$ cat config.mk
export PLATFORM = sky130hd
export DESIGN_NAME = mem_port_arbiter_flat
export DESIGN_NICKNAME = d
export VERILOG_FILES = /design/src/rtl/mem_arb_pkg.sv /design/src/rtl/mem_port_arbiter_if.sv /design/src/rtl/mem_arb_serdes.sv /design/src/rtl/mem_port_arbiter.sv /design/src/flat_wrapper.sv
export SDC_FILE = /design/constraint.sdc
export NUM_CORES = 1
export LEC_CHECK = 0
export BUFFER_PORTS_ARGS = -buffer_cell sky130_fd_sc_hd__buf_2
export CAP_MARGIN = 20
export CORE_ASPECT_RATIO = 1.75
export CORE_MARGIN = 8
export CORE_UTILIZATION = 50
export CTS_BUF_LIST = sky130_fd_sc_hd__clkbuf_8
export CTS_CLUSTER_DIAMETER = 100
export CTS_CLUSTER_SIZE = 25
export DETAILED_ROUTE_END_ITERATION = 6
export GPL_TIMING_DRIVEN = 0
export PLACE_DENSITY = 0.83
export SETUP_SLACK_MARGIN = 0.05
export SKIP_LAST_GASP = 1
export SLEW_MARGIN = 20
export SYNTH_ARGS = -nofsm -noshare
export SYNTH_HDL_FRONTEND = slang
export SYNTH_SLANG_ARGS = --single-unit
$ cat constraint.sdc
create_clock -name clk -period 12.1 [get_ports clk]
set_input_delay 1.815 -clock clk [delete_from_list [all_inputs] [get_ports clk]]
set_output_delay 1.815 -clock clk [all_outputs]
set_load 0.05 [all_outputs]
$ cat src/rtl/mem_arb_pkg.sv
// Shared types and constants for the two-port byte-serial memory arbiter.
// Optional alignment checking is selected with MEM_ARB_ALIGN_CHK_EN.
package mem_arb_pkg;

    typedef enum logic [1:0] {
        IDLE,
        READ,
        WRITE,
        ACK
    } state_e;

    typedef enum logic {
        OWN_IF,
        OWN_DM
    } owner_e;

    localparam int unsigned IF_BYTES_C = 4;
    localparam int unsigned DM_BYTES_C = 8;
    localparam int unsigned CNT_W      = $clog2(DM_BYTES_C + 1);

    // nbytes is a power of two, so a mask test is enough.
    function automatic logic is_misaligned(input logic [31:0] addr, input int unsigned nbytes);
        logic [31:0] mask;
        mask = nbytes - 1;
        return (addr & mask) != '0;
    endfunction

endpackage

$ cat src/rtl/mem_port_arbiter_if.sv
// Requester handshakes plus the byte-wide memory port of mem_port_arbiter.
// slave = arbiter side, master = requesters and memory model.
interface mem_port_arbiter_if #(
    parameter int unsigned ADDR_W   = 9,
    parameter int unsigned IF_BYTES = 4,
    parameter int unsigned DM_BYTES = 8
);

    logic                  if_req;
    logic [ADDR_W-1:0]     if_addr;
    logic                  if_ack;
    logic [8*IF_BYTES-1:0] if_rdata;

    logic                  dm_req;
    logic                  dm_we;
    logic [ADDR_W-1:0]     dm_addr;
    logic [8*DM_BYTES-1:0] dm_wdata;
    logic                  dm_ack;
    logic [8*DM_BYTES-1:0] dm_rdata;

    logic                  err;
    logic                  busy;

    logic [ADDR_W-1:0]     mem_addr;
    logic                  mem_re;
    logic                  mem_we;
    logic [7:0]            mem_wdata;
    logic [7:0]            mem_rdata;

    modport slave (
        input  if_req, if_addr, dm_req, dm_we, dm_addr, dm_wdata, mem_rdata,
        output if_ack, if_rdata, dm_ack, dm_rdata, err, busy,
               mem_addr, mem_re, mem_we, mem_wdata
    );

    modport master (
        output if_req, if_addr, dm_req, dm_we, dm_addr, dm_wdata, mem_rdata,
        input  if_ack, if_rdata, dm_ack, dm_rdata, err, busy,
               mem_addr, mem_re, mem_we, mem_wdata
    );

endinterface

$ cat src/rtl/mem_arb_serdes.sv
// Byte shift register: unpacks store words LSB-first and packs read bytes from the top down.
// Shared by both ports; sized for the widest (data) access.
module mem_arb_serdes
    import mem_arb_pkg::*;
#(
    parameter int unsigned NBYTES = DM_BYTES_C
) (
    input  logic                clk,
    input  logic                reset,
    input  logic                load_i,
    input  logic [8*NBYTES-1:0] load_data_i,
    input  logic                shift_i,
    input  logic                capture_i,
    input  logic [7:0]          cap_byte_i,
    output logic [7:0]          low_byte_o,
    output logic [8*NBYTES-1:0] data_next_o
);

    logic [8*NBYTES-1:0] sr_q, sr_d;

    always_comb begin
        sr_d = sr_q;
        if (load_i) begin
            sr_d = load_data_i;
        end else if (capture_i) begin
            sr_d = {cap_byte_i, sr_q[8*NBYTES-1:8]};
        end else if (shift_i) begin
            sr_d = {8'h00, sr_q[8*NBYTES-1:8]};
        end
    end

    always_ff @(posedge clk or posedge reset) begin
        if (reset) begin
            sr_q <= '0;
        end else begin
            sr_q <= sr_d;
        end
    end

    assign low_byte_o  = sr_q[7:0];
    // Next value lets the top latch the word in the same edge as the last capture.
    assign data_next_o = sr_d;

endmodule

$ cat src/rtl/mem_port_arbiter.sv
// Arbitrates instruction-fetch and data ports onto one byte-wide registered-read memory.
// Define MEM_ARB_ALIGN_CHK_EN to reject misaligned accesses with err instead of wrapping.
module mem_port_arbiter
    import mem_arb_pkg::*;
#(
    parameter int unsigned ADDR_W   = 9,
    parameter int unsigned IF_BYTES = IF_BYTES_C,
    parameter int unsigned DM_BYTES = DM_BYTES_C
) (
    input logic               clk,
    input logic               reset,
    mem_port_arbiter_if.slave bus
);

    localparam int unsigned     CntW = $clog2(DM_BYTES + 1);
    localparam logic [CntW-1:0] IfN  = CntW'(IF_BYTES);
    localparam logic [CntW-1:0] DmN  = CntW'(DM_BYTES);

    state_e                state_q, state_d;
    owner_e                owner_q, owner_d;
    logic [ADDR_W-1:0]     addr_q, addr_d;
    logic [CntW-1:0]       cnt_q, cnt_d;
    logic [CntW-1:0]       nbytes_q, nbytes_d;
    logic [8*IF_BYTES-1:0] if_rdata_q, if_rdata_d;
    logic [8*DM_BYTES-1:0] dm_rdata_q, dm_rdata_d;
    logic                  err_q, err_d;
    logic                  pend_q, pend_d;

    logic                  req_any;
    logic                  req_mis;
    logic                  acc_re;
    logic                  acc_we;
    logic                  sd_load;
    logic                  sd_shift;
    logic                  sd_capture;
    logic [7:0]            sd_low;
    logic [8*DM_BYTES-1:0] sd_next;

    assign req_any = bus.dm_req || bus.if_req;

`ifdef MEM_ARB_ALIGN_CHK_EN
    assign req_mis = bus.dm_req ? is_misaligned(32'(bus.dm_addr), DM_BYTES)
                                : is_misaligned(32'(bus.if_addr), IF_BYTES);
`else
    assign req_mis = 1'b0;
`endif

    // READ spends N issue cycles plus one drain cycle for the registered memory read.
    assign acc_re = (state_q == READ) && (cnt_q < nbytes_q);
    assign acc_we = (state_q == WRITE);

    mem_arb_serdes #(
        .NBYTES(DM_BYTES)
    ) u_serdes (
        .clk        (clk),
        .reset      (reset),
        .load_i     (sd_load),
        .load_data_i(bus.dm_wdata),
        .shift_i    (sd_shift),
        .capture_i  (sd_capture),
        .cap_byte_i (bus.mem_rdata),
        .low_byte_o (sd_low),
        .data_next_o(sd_next)
    );

    always_comb begin
        state_d    = state_q;
        owner_d    = owner_q;
        addr_d     = addr_q;
        cnt_d      = cnt_q;
        nbytes_d   = nbytes_q;
        if_rdata_d = if_rdata_q;
        dm_rdata_d = dm_rdata_q;
        err_d      = err_q;
        pend_d     = pend_q;
        sd_load    = 1'b0;
        sd_shift   = 1'b0;
        sd_capture = 1'b0;

        unique case (state_q)
            IDLE: begin
                if (pend_q) begin
                    // Rejected misaligned access: answer with err and zeroed data.
                    pend_d  = 1'b0;
                    state_d = ACK;
                    if (owner_q == OWN_DM) begin
                        dm_rdata_d = '0;
                    end else begin
                        if_rdata_d = '0;
                    end
                end else if (req_any) begin
                    owner_d  = bus.dm_req ? OWN_DM : OWN_IF;
                    addr_d   = bus.dm_req ? bus.dm_addr : bus.if_addr;
                    nbytes_d = bus.dm_req ? DmN : IfN;
                    cnt_d    = '0;
                    err_d    = req_mis;
                    if (req_mis) begin
                        pend_d = 1'b1;
                    end else if (bus.dm_req && bus.dm_we) begin
                        sd_load = 1'b1;
                        state_d = WRITE;
                    end else begin
                        state_d = READ;
                    end
                end
            end

            READ: begin
                cnt_d      = cnt_q + CntW'(1);
                sd_capture = (cnt_q != '0);
                if (acc_re) begin
                    addr_d = addr_q + ADDR_W'(1);
                end
                if (cnt_q == nbytes_q) begin
                    state_d = ACK;
                    if (owner_q == OWN_DM) begin
                        dm_rdata_d = sd_next;
                    end else begin
                        if_rdata_d = sd_next[8*DM_BYTES-1 -: 8*IF_BYTES];
                    end
                end
            end

            WRITE: begin
                cnt_d    = cnt_q + CntW'(1);
                sd_shift = 1'b1;
                addr_d   = addr_q + ADDR_W'(1);
                if (cnt_q == nbytes_q - CntW'(1)) begin
                    state_d = ACK;
                end
            end

            ACK: begin
                state_d = IDLE;
            end

            default: begin
                state_d = IDLE;
            end
        endcase
    end

    always_ff @(posedge clk or posedge reset) begin
        if (reset) begin
            state_q    <= IDLE;
            owner_q    <= OWN_IF;
            addr_q     <= '0;
            cnt_q      <= '0;
            nbytes_q   <= '0;
            if_rdata_q <= '0;
            dm_rdata_q <= '0;
            err_q      <= 1'b0;
            pend_q     <= 1'b0;
        end else begin
            state_q    <= state_d;
            owner_q    <= owner_d;
            addr_q     <= addr_d;
            cnt_q      <= cnt_d;
            nbytes_q   <= nbytes_d;
            if_rdata_q <= if_rdata_d;
            dm_rdata_q <= dm_rdata_d;
            err_q      <= err_d;
            pend_q     <= pend_d;
        end
    end

    always_comb begin
        bus.mem_re    = acc_re;
        bus.mem_we    = acc_we;
        bus.mem_addr  = (acc_re || acc_we) ? addr_q : '0;
        bus.mem_wdata = acc_we ? sd_low : 8'h00;
        bus.if_ack    = (state_q == ACK) && (owner_q == OWN_IF);
        bus.dm_ack    = (state_q == ACK) && (owner_q == OWN_DM);
        bus.if_rdata  = if_rdata_q;
        bus.dm_rdata  = dm_rdata_q;
        bus.busy      = (state_q != IDLE);
`ifdef MEM_ARB_ALIGN_CHK_EN
        bus.err       = (state_q == ACK) && err_q;
`else
        bus.err       = 1'b0;
`endif
    end

endmodule

$ cat src/flat_wrapper.sv
// flat-port wrapper written by rule: the top's interface ports become plain ports
module mem_port_arbiter_flat import mem_arb_pkg::*;
#(
    parameter int unsigned ADDR_W   = 9,
    parameter int unsigned IF_BYTES = IF_BYTES_C,
    parameter int unsigned DM_BYTES = DM_BYTES_C
)
  (clk, reset, bus_if_req, bus_if_addr, bus_dm_req, bus_dm_we, bus_dm_addr, bus_dm_wdata, bus_mem_rdata, bus_if_ack, bus_if_rdata, bus_dm_ack, bus_dm_rdata, bus_err, bus_busy, bus_mem_addr, bus_mem_re, bus_mem_we, bus_mem_wdata);
  mem_port_arbiter_if #(.ADDR_W(ADDR_W), .IF_BYTES(IF_BYTES), .DM_BYTES(DM_BYTES)) bus_i ();
  input logic clk;
  input logic reset;
  input wire logic [$bits(bus_i.if_req)-1:0] bus_if_req;
  input wire logic [$bits(bus_i.if_addr)-1:0] bus_if_addr;
  input wire logic [$bits(bus_i.dm_req)-1:0] bus_dm_req;
  input wire logic [$bits(bus_i.dm_we)-1:0] bus_dm_we;
  input wire logic [$bits(bus_i.dm_addr)-1:0] bus_dm_addr;
  input wire logic [$bits(bus_i.dm_wdata)-1:0] bus_dm_wdata;
  input wire logic [$bits(bus_i.mem_rdata)-1:0] bus_mem_rdata;
  output wire logic [$bits(bus_i.if_ack)-1:0] bus_if_ack;
  output wire logic [$bits(bus_i.if_rdata)-1:0] bus_if_rdata;
  output wire logic [$bits(bus_i.dm_ack)-1:0] bus_dm_ack;
  output wire logic [$bits(bus_i.dm_rdata)-1:0] bus_dm_rdata;
  output wire logic [$bits(bus_i.err)-1:0] bus_err;
  output wire logic [$bits(bus_i.busy)-1:0] bus_busy;
  output wire logic [$bits(bus_i.mem_addr)-1:0] bus_mem_addr;
  output wire logic [$bits(bus_i.mem_re)-1:0] bus_mem_re;
  output wire logic [$bits(bus_i.mem_we)-1:0] bus_mem_we;
  output wire logic [$bits(bus_i.mem_wdata)-1:0] bus_mem_wdata;
  assign bus_i.if_req = bus_if_req;
  assign bus_i.if_addr = bus_if_addr;
  assign bus_i.dm_req = bus_dm_req;
  assign bus_i.dm_we = bus_dm_we;
  assign bus_i.dm_addr = bus_dm_addr;
  assign bus_i.dm_wdata = bus_dm_wdata;
  assign bus_i.mem_rdata = bus_mem_rdata;
  assign bus_if_ack = bus_i.if_ack;
  assign bus_if_rdata = bus_i.if_rdata;
  assign bus_dm_ack = bus_i.dm_ack;
  assign bus_dm_rdata = bus_i.dm_rdata;
  assign bus_err = bus_i.err;
  assign bus_busy = bus_i.busy;
  assign bus_mem_addr = bus_i.mem_addr;
  assign bus_mem_re = bus_i.mem_re;
  assign bus_mem_we = bus_i.mem_we;
  assign bus_mem_wdata = bus_i.mem_wdata;
  mem_port_arbiter #(.ADDR_W(ADDR_W), .IF_BYTES(IF_BYTES), .DM_BYTES(DM_BYTES)) u_core (.clk(clk), .reset(reset), .bus(bus_i));
endmodule
==> results.txt <==
The required arrival time at the worst endpoint came out at 10.28 ns. After clock tree synthesis, the clock-pin slew on the worst setup and hold paths is 0.11 ns. STA classifies the critical path endpoint as a primary output. The overall die height came out at 183 µm. The tree is rooted in a clkbuf_8. The unique cell type count in the Yosys netlist is 44. The number of antenna violations at the first check in global routing came to 1. The slew of the pin with the lowest slew margin came out at 0.848 ns. The flow ran to the end, but the final reports show violations. The core region is 0.0157 mm².

The initial core utilization came out at 0.507. The leading area contributor after synthesis is dfrtp_1. The deepest level of the CTS H-tree is 4. Of the post-synthesis cell area, the dominant cell type holds 0.555. The via count of the first global-routing pass came out at 7784. Signal routing reaches up to met5.

After routing, the total negative slack on setup checks comes to 0 ns. The number of pins exceeding their max-slew limit in the final report is 0. In this run the horizontal extent of the chip is 111 µm. The library cell with the highest instance count after synthesis is dfrtp_1. The cell family contributing the most delay on the critical path is buffers and inverters.

Synthesis produced 844 cells. The largest single stage delay on the critical path is 0.46 ns. The sequential area share after synthesis came out at 0.555. The signal on the critical path passes through inv_1 -> ha_1 -> clkbuf_1 -> buf_1 -> a21oi_1 -> nor2b_1 -> buf_2. Setup repair after global routing left no endpoint under its margin. Headroom to the max-slew limit came out at 0.435. The routed length on met3 came out at 1780 µm. Sorting the synthesized cells by area gives the leading types as dfrtp_1 (56%), a21oi_1 (9.1%), nor2_1 (6.8%). The checks that failed: design-rule violations. The global route total overflow is 0. The violation count after the first detailed-route iteration is 559. The largest buffer count on any clock path came out at 2.

The cell row count came out at 61. The worst setup path is of the reg2out kind. The number of nets at the end of the flow came out at 1180. Once the clock tree was built, the resizer swapped 0 gates to a different size.

Port buffering added 211 buffers. The proportion of synthesized flip-flops having asynchronous set or reset is 1.00. The quantity of hold-fixing buffers added after cts came out at 0. The number of buffers and inverters on the critical path is 4.

The CTS sink count is 177. The mapped cell area is 0.00798 mm². For this run, design rule violations remaining after detail routing come to 2.

In the synthesized netlist, the cells that appear most often are dfrtp_1 (177), a21oi_1 (145), nor2_1 (144). The sum of routed wire length over all layers is 25100 µm. The final-report hold violation count is 0. The detailed-placement wirelength estimate came out at 19000 µm. The setup clock skew after layout came out at 0.0186 ns. Of all nets on the critical path, the largest fanout is 10.

The maximum number of pins on one net before global-route repair is 99. The mean instance size in the synthesized netlist is 9.45 µm². For this design, the slowest cell found on the critical path is buf_1. The number of maximum-capacitance violations came out at 0. The count of endpoints failing setup in the final report is 0.

The design area came out at 0.00968 mm². The count of flip-flops with a built-in enable after synthesis came out at 0. The weighted congestion at the end of routability-driven global placement is 0.880. For this run, the leading register cell type out of synthesis is dfrtp_1. During I/O placement, the number of pins put on the boundary was 214.

The number of vias per cell after detailed routing is 5.85. The ratio of cells with drive above 1 in the final layout came out at 0.267. The overall via count from detail_route came out at 7466. STA classifies the critical path startpoint as a register. The wire length of the first global-routing pass is 39600 µm. Clock tree synthesis inserted a total of 17 buffers. Yosys printed 0 warnings.

The final antenna diode count came out at 0. The die covers 0.0204 mm². The highest attainable clock frequency is 0.212 GHz. The number of storage elements in the synthesis netlist is 177. The post-route minimum period came out at 4.71 ns.

The met2 wirelength from detailed routing came out at 13100 µm. The class of the most critical hold timing path is reg2reg. The worst-skew pair later-pin latency came out at 0.48 ns. The post-synthesis to final-layout area growth came out at 21.4%.

The post-detailed-route count of antenna-violating nets is 0. The CTS tree is done. The post-CTS setup buffer count came out at 0. The area of placed instances came out at 0.00930 mm². At the worst endpoint, the arrival time is 2.90 ns. The total nets after synthesis is 949. The overall routing resource usage is 0.243.

The number of iterations in the first detailed-routing pass came out at 7. The routed wirelength normalized by instance count came out at 19.7 µm. The part of the cycle the worst path needs is 0.389. The met1 wire length is 8990 µm.
-- routing by layer --
| layer | GRT usage | up-vias |
|---|---|---|
| li1 | - | 3411 |
| met1 | 0.247 | 3580 |
| met2 | 0.436 | 388 |
| met3 | 0.0625 | 85 |
| met4 | 0.147 | 2 |
| met5 | 0 | - |
-- through the flow --
step / utilization / instances / hold WS, ns / setup WS (ns)
2_1_floorplan: - / 844 / 0.504 / 5.48
3_3_place_gp: 0.590 / 1244 / 0.487 / 3.55
3_5_place_dp: 0.592 / 1245 / 0.490 / 7.94
4_1_cts: 0.616 / 1277 / 0.513 / 7.38
5_1_grt: 0.616 / 1277 / 0.531 / 7.19
6_report: 0.616 / 1277 / 0.511 / 7.39
-- cell usage in the layout (no fill, tap or decap), types with 2 or more instances in the layout --
master    count
and3_1        3
nand2b_1      8
buf_6         2
clkinv_8      2
mux2_2       22
o211ai_1      6
a22o_1        2
buf_1         4
ha_1         10
nand4_1       4
nand2_1      88
clkbuf_1     36
inv_6         5
clkinv_4      4
inv_8         3
nor2_1      144
nor2b_1       8
a211o_1       8
clkbuf_8     17
o21ai_0       7
buf_4         4
inv_1        12
and4_1        2
buf_2       226
o21a_1        8
nor3_1        4
a21oi_1     145
and2_1       12
o31ai_1       3
dfrtp_1     177
nand3_1      11
o32ai_1       2
a31oi_1      76
mux2i_1       6
-- worst paths after layout --
path	cells after the start	slack (ns)	startpoint	to
hold / removal	1	0.51	u_core.bus.if_rdata[27]$_DFFE_PP0P_	u_core.bus.if_rdata[27]$_DFFE_PP0P_
max in group asynchronous	3	9.79	reset	u_core.bus.dm_rdata[49]$_DFFE_PP0P_
min in group asynchronous	2	1.40	reset	u_core.addr_q[7]$_DFFE_PP0P_
setup / recovery	7	7.39	u_core.state_q[1]$_DFFE_PP0P_	bus_mem_addr[1]
hold reg to reg	1	0.51	u_core.bus.if_rdata[27]$_DFFE_PP0P_	u_core.bus.if_rdata[27]$_DFFE_PP0P_
setup reg to reg	8	9.46	u_core.state_q[1]$_DFFE_PP0P_	u_core.bus.dm_rdata[38]$_DFFE_PP0P_
-- state kept, by name, indices dropped and copies added (netlist names) --
name / flops
u_core.bus.if_rdata: 32
u_core.state_q: 2
u_core.cnt_q: 4
u_core.addr_q: 9
u_core.bus.dm_rdata: 64
u_core.u_serdes.sr_q: 64
u_core.nbytes_q: 2
-- final cells by class --
class / instances / area [µm²]
sequential: 177 / 4430
fill: 1386 / 6040
tap: 189 / 236
buffer: 61 / 278
clock buffer: 17 / 234
multi-input combinational: 593 / 3220
clock inverter: 15 / 145
inverter: 13 / 56.3
timing repair buffer: 212 / 1080
-- cells by family after synthesis --
kind of cell / share of synthesized area
AO/OA/AOI/OAI: 0.192
XOR/XNOR: 0.00298
adder cells (fa/ha/maj): 0.0157
buffers and inverters: 0.0409
flip-flops: 0.555
multiplexers: 0.0386
other: 0.000470
AND/OR/NAND/NOR: 0.154
Power is left out: the tool's default activity adds up to more than one toggle a clock period on the data nets, which glitch-free logic cannot reach.
